**config.mk**
```make
export PLATFORM = sky130hd
export DESIGN_NAME = wb_stage
export DESIGN_NICKNAME = d
export VERILOG_FILES = /design/src/rtl/rv32i_pkg.sv /design/src/rtl/load_align.sv /design/src/rtl/wb_stage.sv
export SDC_FILE = /design/constraint.sdc
export NUM_CORES = 1
export LEC_CHECK = 0
export ABC_AREA = 1
export CORE_MARGIN = 1
export CORE_UTILIZATION = 49
export DETAILED_ROUTE_END_ITERATION = 6
export GPL_TIMING_DRIVEN = 0
export PLACE_DENSITY = 0.81
export SYNTH_ARGS = -nofsm -noshare
export SYNTH_HDL_FRONTEND = slang
export SYNTH_SLANG_ARGS = --single-unit
```
**constraint.sdc**
```tcl
create_clock -name clk -period 3.3 [get_ports clk]
set_clock_uncertainty 0.1 [all_clocks]
set_input_delay 0.66 -clock clk [delete_from_list [all_inputs] [get_ports clk]]
set_output_delay 0.66 -clock clk [all_outputs]
set_load 0.01 [all_outputs]
```
**src/rtl/rv32i_pkg.sv**
```systemverilog
// Shared RV32I definitions: datapath width, load funct3 codes and the
// writeback-stage FSM state type.
package rv32i_pkg;

    localparam int XLEN = 32;

    localparam logic [2:0] F3_LB  = 3'b000;
    localparam logic [2:0] F3_LH  = 3'b001;
    localparam logic [2:0] F3_LW  = 3'b010;
    localparam logic [2:0] F3_LBU = 3'b100;
    localparam logic [2:0] F3_LHU = 3'b101;

    typedef enum logic {
        WB_IDLE     = 1'b0,
        WB_WAIT_MEM = 1'b1
    } wb_state_e;

endpackage

```
**src/rtl/load_align.sv**
```systemverilog
// Combinational load data aligner: picks the byte/halfword addressed by
// addr_lo out of a word-aligned read and sign- or zero-extends it.
module load_align
    import rv32i_pkg::*;
(
    input  logic [XLEN-1:0] mem_rdata,
    input  logic [2:0]      funct3,
    input  logic [1:0]      addr_lo,
    output logic [XLEN-1:0] data
);

    logic [7:0]  byte_sel;
    logic [15:0] half_sel;

    always_comb begin
        byte_sel = mem_rdata[7:0];
        case (addr_lo)
            2'd0: byte_sel = mem_rdata[7:0];
            2'd1: byte_sel = mem_rdata[15:8];
            2'd2: byte_sel = mem_rdata[23:16];
            2'd3: byte_sel = mem_rdata[31:24];
            default: byte_sel = mem_rdata[7:0];
        endcase

        // Halfword loads use only addr_lo[1]; a misaligned low bit is ignored.
        half_sel = addr_lo[1] ? mem_rdata[31:16] : mem_rdata[15:0];

        data = '0;
        case (funct3)
            F3_LB:   data = {{24{byte_sel[7]}}, byte_sel};
            F3_LH:   data = {{16{half_sel[15]}}, half_sel};
            F3_LW:   data = mem_rdata;
            F3_LBU:  data = {24'h0, byte_sel};
            F3_LHU:  data = {16'h0, half_sel};
            default: data = '0;
        endcase
    end

endmodule

```
**src/rtl/wb_stage.sv**
```systemverilog
// RV32I writeback stage: registered single-cycle register-file write,
// load alignment and a retired-instruction counter. Optional WB_FWD_EN
// exposes the in-flight write as forwarding ports for decode.
//
// state       | meaning
// WB_IDLE     | ready; non-loads write next cycle, loads latch and wait
// WB_WAIT_MEM | load outstanding; upstream stalled until mem_rvalid
module wb_stage
    import rv32i_pkg::*;
#(
    parameter int XLEN  = rv32i_pkg::XLEN,
    parameter int CNT_W = 64
) (
    input  logic             clk,
    input  logic             rst_n,
    input  logic             in_valid,
    output logic             in_ready,
    input  logic [4:0]       in_rd,
    input  logic             in_is_load,
    input  logic [2:0]       in_funct3,
    input  logic [1:0]       in_addr_lo,
    input  logic [XLEN-1:0]  in_result,
    input  logic             mem_rvalid,
    input  logic [XLEN-1:0]  mem_rdata,
    output logic             reg_wr,
    output logic [4:0]       reg_write_addr,
    output logic [XLEN-1:0]  reg_din,
    output logic [CNT_W-1:0] retire_count
`ifdef WB_FWD_EN
    ,
    output logic             fwd_valid,
    output logic [4:0]       fwd_addr,
    output logic [XLEN-1:0]  fwd_data
`endif
);

    wb_state_e        state_q, state_d;
    logic [4:0]       ld_rd_q, ld_rd_d;
    logic [2:0]       ld_f3_q, ld_f3_d;
    logic [1:0]       ld_lo_q, ld_lo_d;
    logic             reg_wr_q, reg_wr_d;
    logic [4:0]       addr_q, addr_d;
    logic [XLEN-1:0]  din_q, din_d;
    logic [CNT_W-1:0] cnt_q, cnt_d;

    logic             accept;
    logic             load_done;
    logic             retire;
    logic [4:0]       wr_rd;
    logic [XLEN-1:0]  wr_data;
    logic [XLEN-1:0]  aligned;

    load_align u_load_align (
        .mem_rdata (mem_rdata),
        .funct3    (ld_f3_q),
        .addr_lo   (ld_lo_q),
        .data      (aligned)
    );

    always_ff @(posedge clk or negedge rst_n) begin
        if (!rst_n) state_q <= WB_IDLE;
        else        state_q <= state_d;
    end

    always_comb begin
        state_d = state_q;
        case (state_q)
            WB_IDLE:     if (in_valid && in_is_load) state_d = WB_WAIT_MEM;
            WB_WAIT_MEM: if (mem_rvalid)             state_d = WB_IDLE;
            default:     state_d = WB_IDLE;
        endcase
    end

    always_comb begin
        in_ready  = (state_q == WB_IDLE);
        accept    = in_ready && in_valid;
        load_done = (state_q == WB_WAIT_MEM) && mem_rvalid;
    end

    always_comb begin
        ld_rd_d = ld_rd_q;
        ld_f3_d = ld_f3_q;
        ld_lo_d = ld_lo_q;
        if (accept && in_is_load) begin
            ld_rd_d = in_rd;
            ld_f3_d = in_funct3;
            ld_lo_d = in_addr_lo;
        end

        retire  = (accept && !in_is_load) || load_done;
        wr_rd   = load_done ? ld_rd_q : in_rd;
        wr_data = load_done ? aligned : in_result;

        // x0 writes retire and count, but never reach the register file.
        reg_wr_d = retire && (wr_rd != 5'd0);
        addr_d   = reg_wr_d ? wr_rd   : addr_q;
        din_d    = reg_wr_d ? wr_data : din_q;
        cnt_d    = cnt_q + {{(CNT_W-1){1'b0}}, retire};
    end

    always_ff @(posedge clk or negedge rst_n) begin
        if (!rst_n) begin
            ld_rd_q  <= '0;
            ld_f3_q  <= '0;
            ld_lo_q  <= '0;
            reg_wr_q <= 1'b0;
            addr_q   <= '0;
            din_q    <= '0;
            cnt_q    <= '0;
        end else begin
            ld_rd_q  <= ld_rd_d;
            ld_f3_q  <= ld_f3_d;
            ld_lo_q  <= ld_lo_d;
            reg_wr_q <= reg_wr_d;
            addr_q   <= addr_d;
            din_q    <= din_d;
            cnt_q    <= cnt_d;
        end
    end

    assign reg_wr         = reg_wr_q;
    assign reg_write_addr = addr_q;
    assign reg_din        = din_q;
    assign retire_count   = cnt_q;

`ifdef WB_FWD_EN
    assign fwd_valid = reg_wr_q;
    assign fwd_addr  = addr_q;
    assign fwd_data  = din_q;
`endif

endmodule

```
==> results of run 1 <==
## routing by layer
metal / routed length (um) / track usage, %
met4: 511 / 11.33
met5: 0 / 0
met3: 1581 / 6.178
met2: 10170 / 51.27
met1: 9974 / 44.17
## cells by family (layout without fill, tap and decap cells)
| group | after synthesis | count (layout) | synth area share [%] |
|---|---|---|---|
| XOR/XNOR | 46 | 46 | 5.966 |
| flip-flops | 113 | 113 | 41.88 |
| adder cells (fa/ha/maj) | 2 | 2 | 0.3705 |
| AND/OR/NAND/NOR | 695 | 695 | 40.97 |
| buffers and inverters | 115 | 330 | 7.152 |
| AO/OA/AOI/OAI | 45 | 45 | 3.669 |
## timing repair
item	in CTS	in global routing
gates resized for setup	0	4
endpoints found under the hold margin	16	0
endpoints found under the setup margin	0	10
hold buffers	1	0
## sequential cells by signal, summed over array words and instances, names as in the netlist
signal          count
reg_write_addr      5
ld_lo_q             2
retire_count       64
reg_din            32
ld_rd_q             5
ld_f3_q             3
reg_wr              1
state_q             1
## per-stage QoR
stage,setup TNS [ps],power [mW]
after floorplan,0,2.243
after global placement,-335690,2.841
after detailed placement,-5490,2.865
after CTS,0,4.633
after global routing,-92.74,4.839
final,0,4.629
## area by class of cell
type	instances	area share, %
plain buffers	28	1.663
clock buffers	18	4.669
multi-input cells	788	36.70
inverters	87	3.472
flip-flops and latches	113	30.06
repair buffers	183	19.67
well taps	176	2.341
clock inverters	14	1.423
## worst max-delay path, delay by kind of cell
kind / cells / cell delay (ps)
adder cells (fa/ha/maj): 2 / 640
AND/OR/NAND/NOR: 7 / 1110
buffers and inverters: 3 / 780
AO/OA/AOI/OAI: 1 / 200
## report_power, final
part	internal (mW)	switching [mW]
clock	1.06	0.706
sequential	1.56	0.122
combinational	0.546	0.630
total	3.17	1.46
## worst max path at each step
stage	depth (start not counted)	endpoint
6_report	13	retire_count[56]$_DFF_PN0_
5_1_grt	13	retire_count[56]$_DFF_PN0_
4_1_cts	12	retire_count[63]$_DFF_PN0_
3_5_place_dp	12	retire_count[63]$_DFF_PN0_
3_3_place_gp	1	reg_write_addr[2]$_DFFE_PN0P_
2_1_floorplan	11	retire_count[48]$_DFF_PN0_
## synthesized netlist by cell type (all sizes together)
cell type and number:
a21oi 6, and2 5, buf 20, clkbuf 8, clkinv 10, dfrtp 113, ha 2, inv 77
nand2 472, nand3 56, nand4 12, nor2 124, nor3 26, o211ai 1, o21ai 31, o22ai 7
xnor2 11, xor2 35
==> results list, run 1 <==
- In the final layout, flip-flops and latches occupy ~2800 sq um.
- Total of buffers placed on input and output ports: roughly 180
- For this run, design rule violations remaining after detail routing come to 0.
- The slowest stage of the critical path is the sky130_fd_sc_hd__clkdlybuf4s50_1 cell.
- In this run the critical register-to-register path is launched from state_q$_DFF_PN0_.
- Kind of launch point of the worst setup path: input pin
* Total placed cells including tap cells: roughly 1400
- In this run the count of I/O pins placed on the die edge is 182.
- Once layout is done, the placed cells without fillers occupy about 9400 sq um.
- Worst setup path class: input pin to register
* Fraction of final layout cells with drive strength greater than 1: just over 5%
- Final setup violation count: 0
- After clock tree synthesis, the setup repair step added 0 buffers.
* Critical path's most frequent cell: sky130_fd_sc_hd__nand2_1
- In the synthesized netlist, the number of instances is between 1000 and 1500.
- Number of nets at the end of the flow: 1299
* Die Width: around 120 um
* GR Overflow Total: 0
- Cells fill a little over two thirds of the core in the end.
- Placement Rows: 42
- Vias in the first global route: 6826
- Across every metal layer, demand over resource in global routing totals about a third.
* Initial standard-cell utilization of the core: between 50% and 60%
- Most common cell after layout, fill and taps aside: sky130_fd_sc_hd__nand2_1
- Worst ir drop on vdd: between 300 and 400 uV
- The synthesized design devotes to its leading area cell type roughly two fifths of total area.
* Setup ws final: 105.8 ps
- In the final routed layout, each cell accounts on average for around 16 um.
- In this run the worst path has a maximum fanout of 10.
- Relative to the synthesized area, the layout overhead comes to 39.30%.
- For the worst flop-to-flop path, the logic depth is 12.
* Post-route fraction of the period consumed by the critical path: 96.79%
- Number of antenna violations at the first check in global routing: 0
* Highest achievable clock rate: between 300 and 400 MHz
- Placer Congestion: 0.9344
* Global-route wire length before repair: 35010 um
* TritonCTS buffer count: 17
- Min cycle time layout: 3194 ps
- The finished layout holds 1407 standard cells, fillers aside.
* Startpoint of the tightest hold check path: reg_din[15]$_DFFE_PN0P_
- In this run the remaining antenna-violating nets after routing total 0.
* Cell type with the largest total area after synthesis: sky130_fd_sc_hd__dfrtp_1
- The tool flagged a number of max-cap violations equal to 0.
* Cells along the critical path: clkdlybuf4s50_1, nand2_2, buf_6, o21ai_0, ha_2, ha_1, inv_1, nor2_2, nand2_1, nor3_2, nand3_1, nand2_1, nand2_1
- Worst hold-check path type: register to register
- Outcome: finished, final reports clean
* Worst reg2reg setup slack: 400 ps
* Number of vias after detailed routing: a little over 7000
* Via density: just over 5
- Summing the sequential cell areas from Yosys gives approximately two fifths of the chip area.
- Summed over all cells, the static leakage comes to approximately 4.6 nW.
* Max stage delay on crit path: between 400 and 500 ps
- Crit end category: register
- Each instance of the synthesized netlist takes up on average approximately 6.6 sq um.
* Cells taking the most area after synthesis: sky130_fd_sc_hd__dfrtp_1, sky130_fd_sc_hd__nand2_1, sky130_fd_sc_hd__nor2_1, sky130_fd_sc_hd__xor2_1, sky130_fd_sc_hd__inv_1
- For the worst setup path, the data required time is ~3500 ps.
- Layout filler cell count: roughly 1200
- Headroom to the max-slew limit came out at about 60%.
- Deepest clock path buffer count: 2
* TritonCTS clock tree: yes
- Total area of multi-input combinational cells: ~3500 sq um
* End of the worst hold path: reg_din[15]$_DFFE_PN0P_
- From bottom edge to top edge, the die measures 119.4 um.
* Core region area: between 10000 and 15000 sq um
- The total count of hold-check failures in the final report is 0.
- The critical path starts at mem_rvalid.
- Antenna diode instance count: 0
* Depth of the CTS H-tree: 4
* Setup repair after global routing missed its margin: yes
* Worst setup slack before clock tree synthesis: -415.9 ps
* Total wire length: roughly 22000 um
- Maximum number of pins on one net before global-route repair: ~100
* Die area: around 14000 sq um
* Min-Delay Path Depth: 2
- The max-slew violation count was 0.
- After synthesis the netlist holds a flip-flop and latch count of ~110.
* DR pass1 iterations: 6
- Clock network latency to the later pin of the worst-skew pair: 420 ps
* Pwr dens: just under 500 nW/um^2
* CTS sink cnt: between 100 and 150
* Number of distinct standard cells referenced by the synthesized netlist: 27
- Clock transition at the registers of the reported paths: roughly 60 ps
* Arrival time at the worst endpoint: around 3400 ps
- Across all hold checks on the routed design, the worst slack comes to approximately 380 ps.
- Worst-margin pin slew: between 600 and 700 ps
- In this run the critical register-to-register path is captured at retire_count[56]$_DFF_PN0_.
- The number of nets in the synthesized netlist is around 1100.
- In the layout the commonest cells are sky130_fd_sc_hd__nand2_1, sky130_fd_sc_hd__clkdlybuf4s50_1, sky130_fd_sc_hd__nor2_1.
- Starting DRC count in detailed routing: about 580
- For this run, the number of Yosys warnings is 0.
* Placed instance area: roughly 9000 sq um
* Syn Std Cell Area: ~6800 sq um
- The HPWL after detailed placement is about 18000 um.
* Buffer cell driving the clock tree root: sky130_fd_sc_hd__clkbuf_16
Power figures use the tool's default switching activity.
==> run 2, diff against run 1 <==
- SLEW_MARGIN: unset -> 20
==> run 2 against run 1 <==
  * Worst hold slack got worse by 280 ps
  * Sequential share of layout area fell by 0.052 points
  * First-iteration DRC count fell by 0.17%
  * Final cell count fell by 0.21%
  * Critical endpoint unchanged
  * Largest cell class unchanged
  * Highest routed layer unchanged
==> results list, run 2 (same netlist as run 1, synthesis figures left out) <==
* Starting DRC count in detailed routing: 578
- Hold is met by 101.8 ps.
* Pleak: 4.634 nW
- Worst hold-check path type: input pin to asynchronous set/reset pin
- Summing over every cut layer, the via total after detailed routing is 7261.
- For this configuration, the core starts out at a cell density of 50.59%.
- After clock tree synthesis, the clock-pin slew on the worst setup and hold paths is roughly 60 ps.
- Walking the worst path, the cells encountered are clkdlybuf4s50_1, nand2_2, buf_6, o21ai_1, ha_2, ha_1, inv_1, nor2_2, nand2_1, nor3_2, nand3_1, nand2_1, nand2_1.
* Critical path's most frequent cell: sky130_fd_sc_hd__nand2_1
- STA classifies the critical path endpoint as a register.
- R2r startpoint: state_q$_DFF_PN0_
* Average wire per standard cell: ~16 um
- Worst reg2reg setup slack: 540 ps
* Resize count post-CTS: 0
- For this design the ratio of total power to cell area is ~500 nW/um^2.
* TritonCTS buffer count: 17
* Setup repair after global routing missed its margin: no
* Fraction of final layout cells with drive strength greater than 1: approximately 4.7%
- For this run, design rule violations remaining after detail routing come to 0.
* Number of nets at the end of the flow: 1298
- Number of hold-slack violations in the final timing report: 0
- Number of antenna violations at the first check in global routing: 0
- Placed wire-length estimate: 17660 um
* Post-route fraction of the period consumed by the critical path: 95.16%
- Tracing the worst setup path back leads to its startpoint at mem_rvalid.
* Vias in the first global route: slightly below 7000
- Worst-margin pin slew: around 600 ps
- Max stage delay cell, worst path: sky130_fd_sc_hd__clkdlybuf4s50_1
* DR pass1 iterations: 6
- Global routing consumed, over all layers together, around 32% of the routing resources.
- Depth of the CTS H-tree: 4
- Post CTS Setup Buffer Count: 0
- From bottom edge to top edge, the die measures ~120 um.
- Placer Congestion: slightly above 0.9
- Worst ir drop on vdd: about 350 uV
- Total of max-cap violations: 0
- Reg2Reg Capture Point: retire_count[56]$_DFF_PN0_
- Highest achievable clock rate: 318.5 MHz
* Placement Rows: 42
* Arrival time at the worst endpoint: around 3300 ps
- CTS placed an instance of sky130_fd_sc_hd__clkbuf_16 at the clock tree root.
- Global-route wire length before repair: 34890 um
- Of all nets on the critical path, the largest fanout is 10.
* Max stage delay on crit path: 490 ps
- The critical path is of the input pin to register type.
* CTS sink cnt: 113
- Area growth, synth to finish: 39.54%
* Total wire length: roughly 22000 um
* Worst max-slew margin expressed relative to the limit: 58.77%
- The detail route stage leaves a number of antenna-violating nets equal to 0.
- Critical Path RT: ~3500 ps
* Commonest cells after routing, fill and taps aside: sky130_fd_sc_hd__nand2_1, sky130_fd_sc_hd__clkdlybuf4s50_1, sky130_fd_sc_hd__nor2_1
- The repair_antennas step left the layout with diodes totalling 0.
* Flip-flop count of the largest register, all copies and words added: between 60 and 70
- TritonCTS built the clock tree.
- The max-slew violation count is 0.
- From left edge to right edge, the die measures roughly 120 um.
- Die area: 14250 sq um
* Most common cell after layout, fill and taps aside: sky130_fd_sc_hd__nand2_1
* Maximum number of pins on one net before global-route repair: 61
- Deepest clock path buffer count: 2
* Outcome: finished, final reports clean
- Setup TNS: 0 ps
* GR Overflow Total: 0
* Kind of launch point of the worst setup path: input pin
* Core region area: between 10000 and 15000 sq um
- Number of cells traversed by the worst register-to-register path: 12
* Min cycle time layout: 3140 ps
- Overall power of the completed layout: between 4 and 5 mW
* Via density: between 5 and 6
- Buffers placed on the I/O ports in this run total 181.
- Final setup violation count: 0
* Clock network latency to the later pin of the worst-skew pair: between 400 and 500 ps
- Buffers inserted to repair hold after CTS numbered 0.
- In this run the count of I/O pins placed on the die edge is ~180.
==> run 2: metrics by stage <==
step	util (%)	setup WS [ps]	area, sq um	std cells
CTS	70.54	9.904	9415	1404
global route	70.59	1.981	9423	1404
global placement	65.81	-2945	8785	1373
finish	70.59	159.8	9423	1404
detailed placement	66.03	-401.4	8813	1374
floorplan	-	676.5	6753	1016
==> run 2: how the worst max path moves through the flow <==
stage,end,slack [ps],cells past startpoint
floorplan,retire_count[48]$_DFF_PN0_,680,11
global placement,reg_write_addr[2]$_DFFE_PN0P_,-2940,1
detailed placement,retire_count[63]$_DFF_PN0_,-400,12
CTS,retire_count[63]$_DFF_PN0_,10,12
global route,retire_count[56]$_DFF_PN0_,2,13
finish,retire_count[56]$_DFF_PN0_,160,13
==> run 2: metal layers <==
layer	vias to the layer above	track usage (%)	wire length [um]
li1	3536	-	-
met1	3340	43.84	9877
met2	336	51.38	10070
met3	49	6.513	1591
met4	0	11.33	570
met5	-	0	0
==> run 2: area by class of cell <==
type	instances	area (sq um)
Multi-Input combinational cell	788	3450
Buffer	28	156.4
Tap cell	176	220.2
Inverter	87	326.6
Sequential cell	113	2828
Clock buffer	21	470.5
Fill cell	1135	3925
Timing Repair Buffer	182	1841
Clock inverter	9	131.4
==> run 2: power breakdown <==
| group | internal (mW) | leakage (nW) | switching (mW) |
|---|---|---|---|
| sequential | 1.56 | 1.41 | 0.124 |
| combinational | 0.546 | 2.94 | 0.632 |
| clock | 1.24 | 0.287 | 0.650 |
| total | 3.34 | 4.63 | 1.41 |
==> run 2: worst max-delay path, delay by kind of cell <==
| kind | cells | cell delay, ps |
|---|---|---|
| AO/OA/AOI/OAI | 1 | 190 |
| adder cells (fa/ha/maj) | 2 | 600 |
| buffers and inverters | 3 | 780 |
| AND/OR/NAND/NOR | 7 | 1110 |
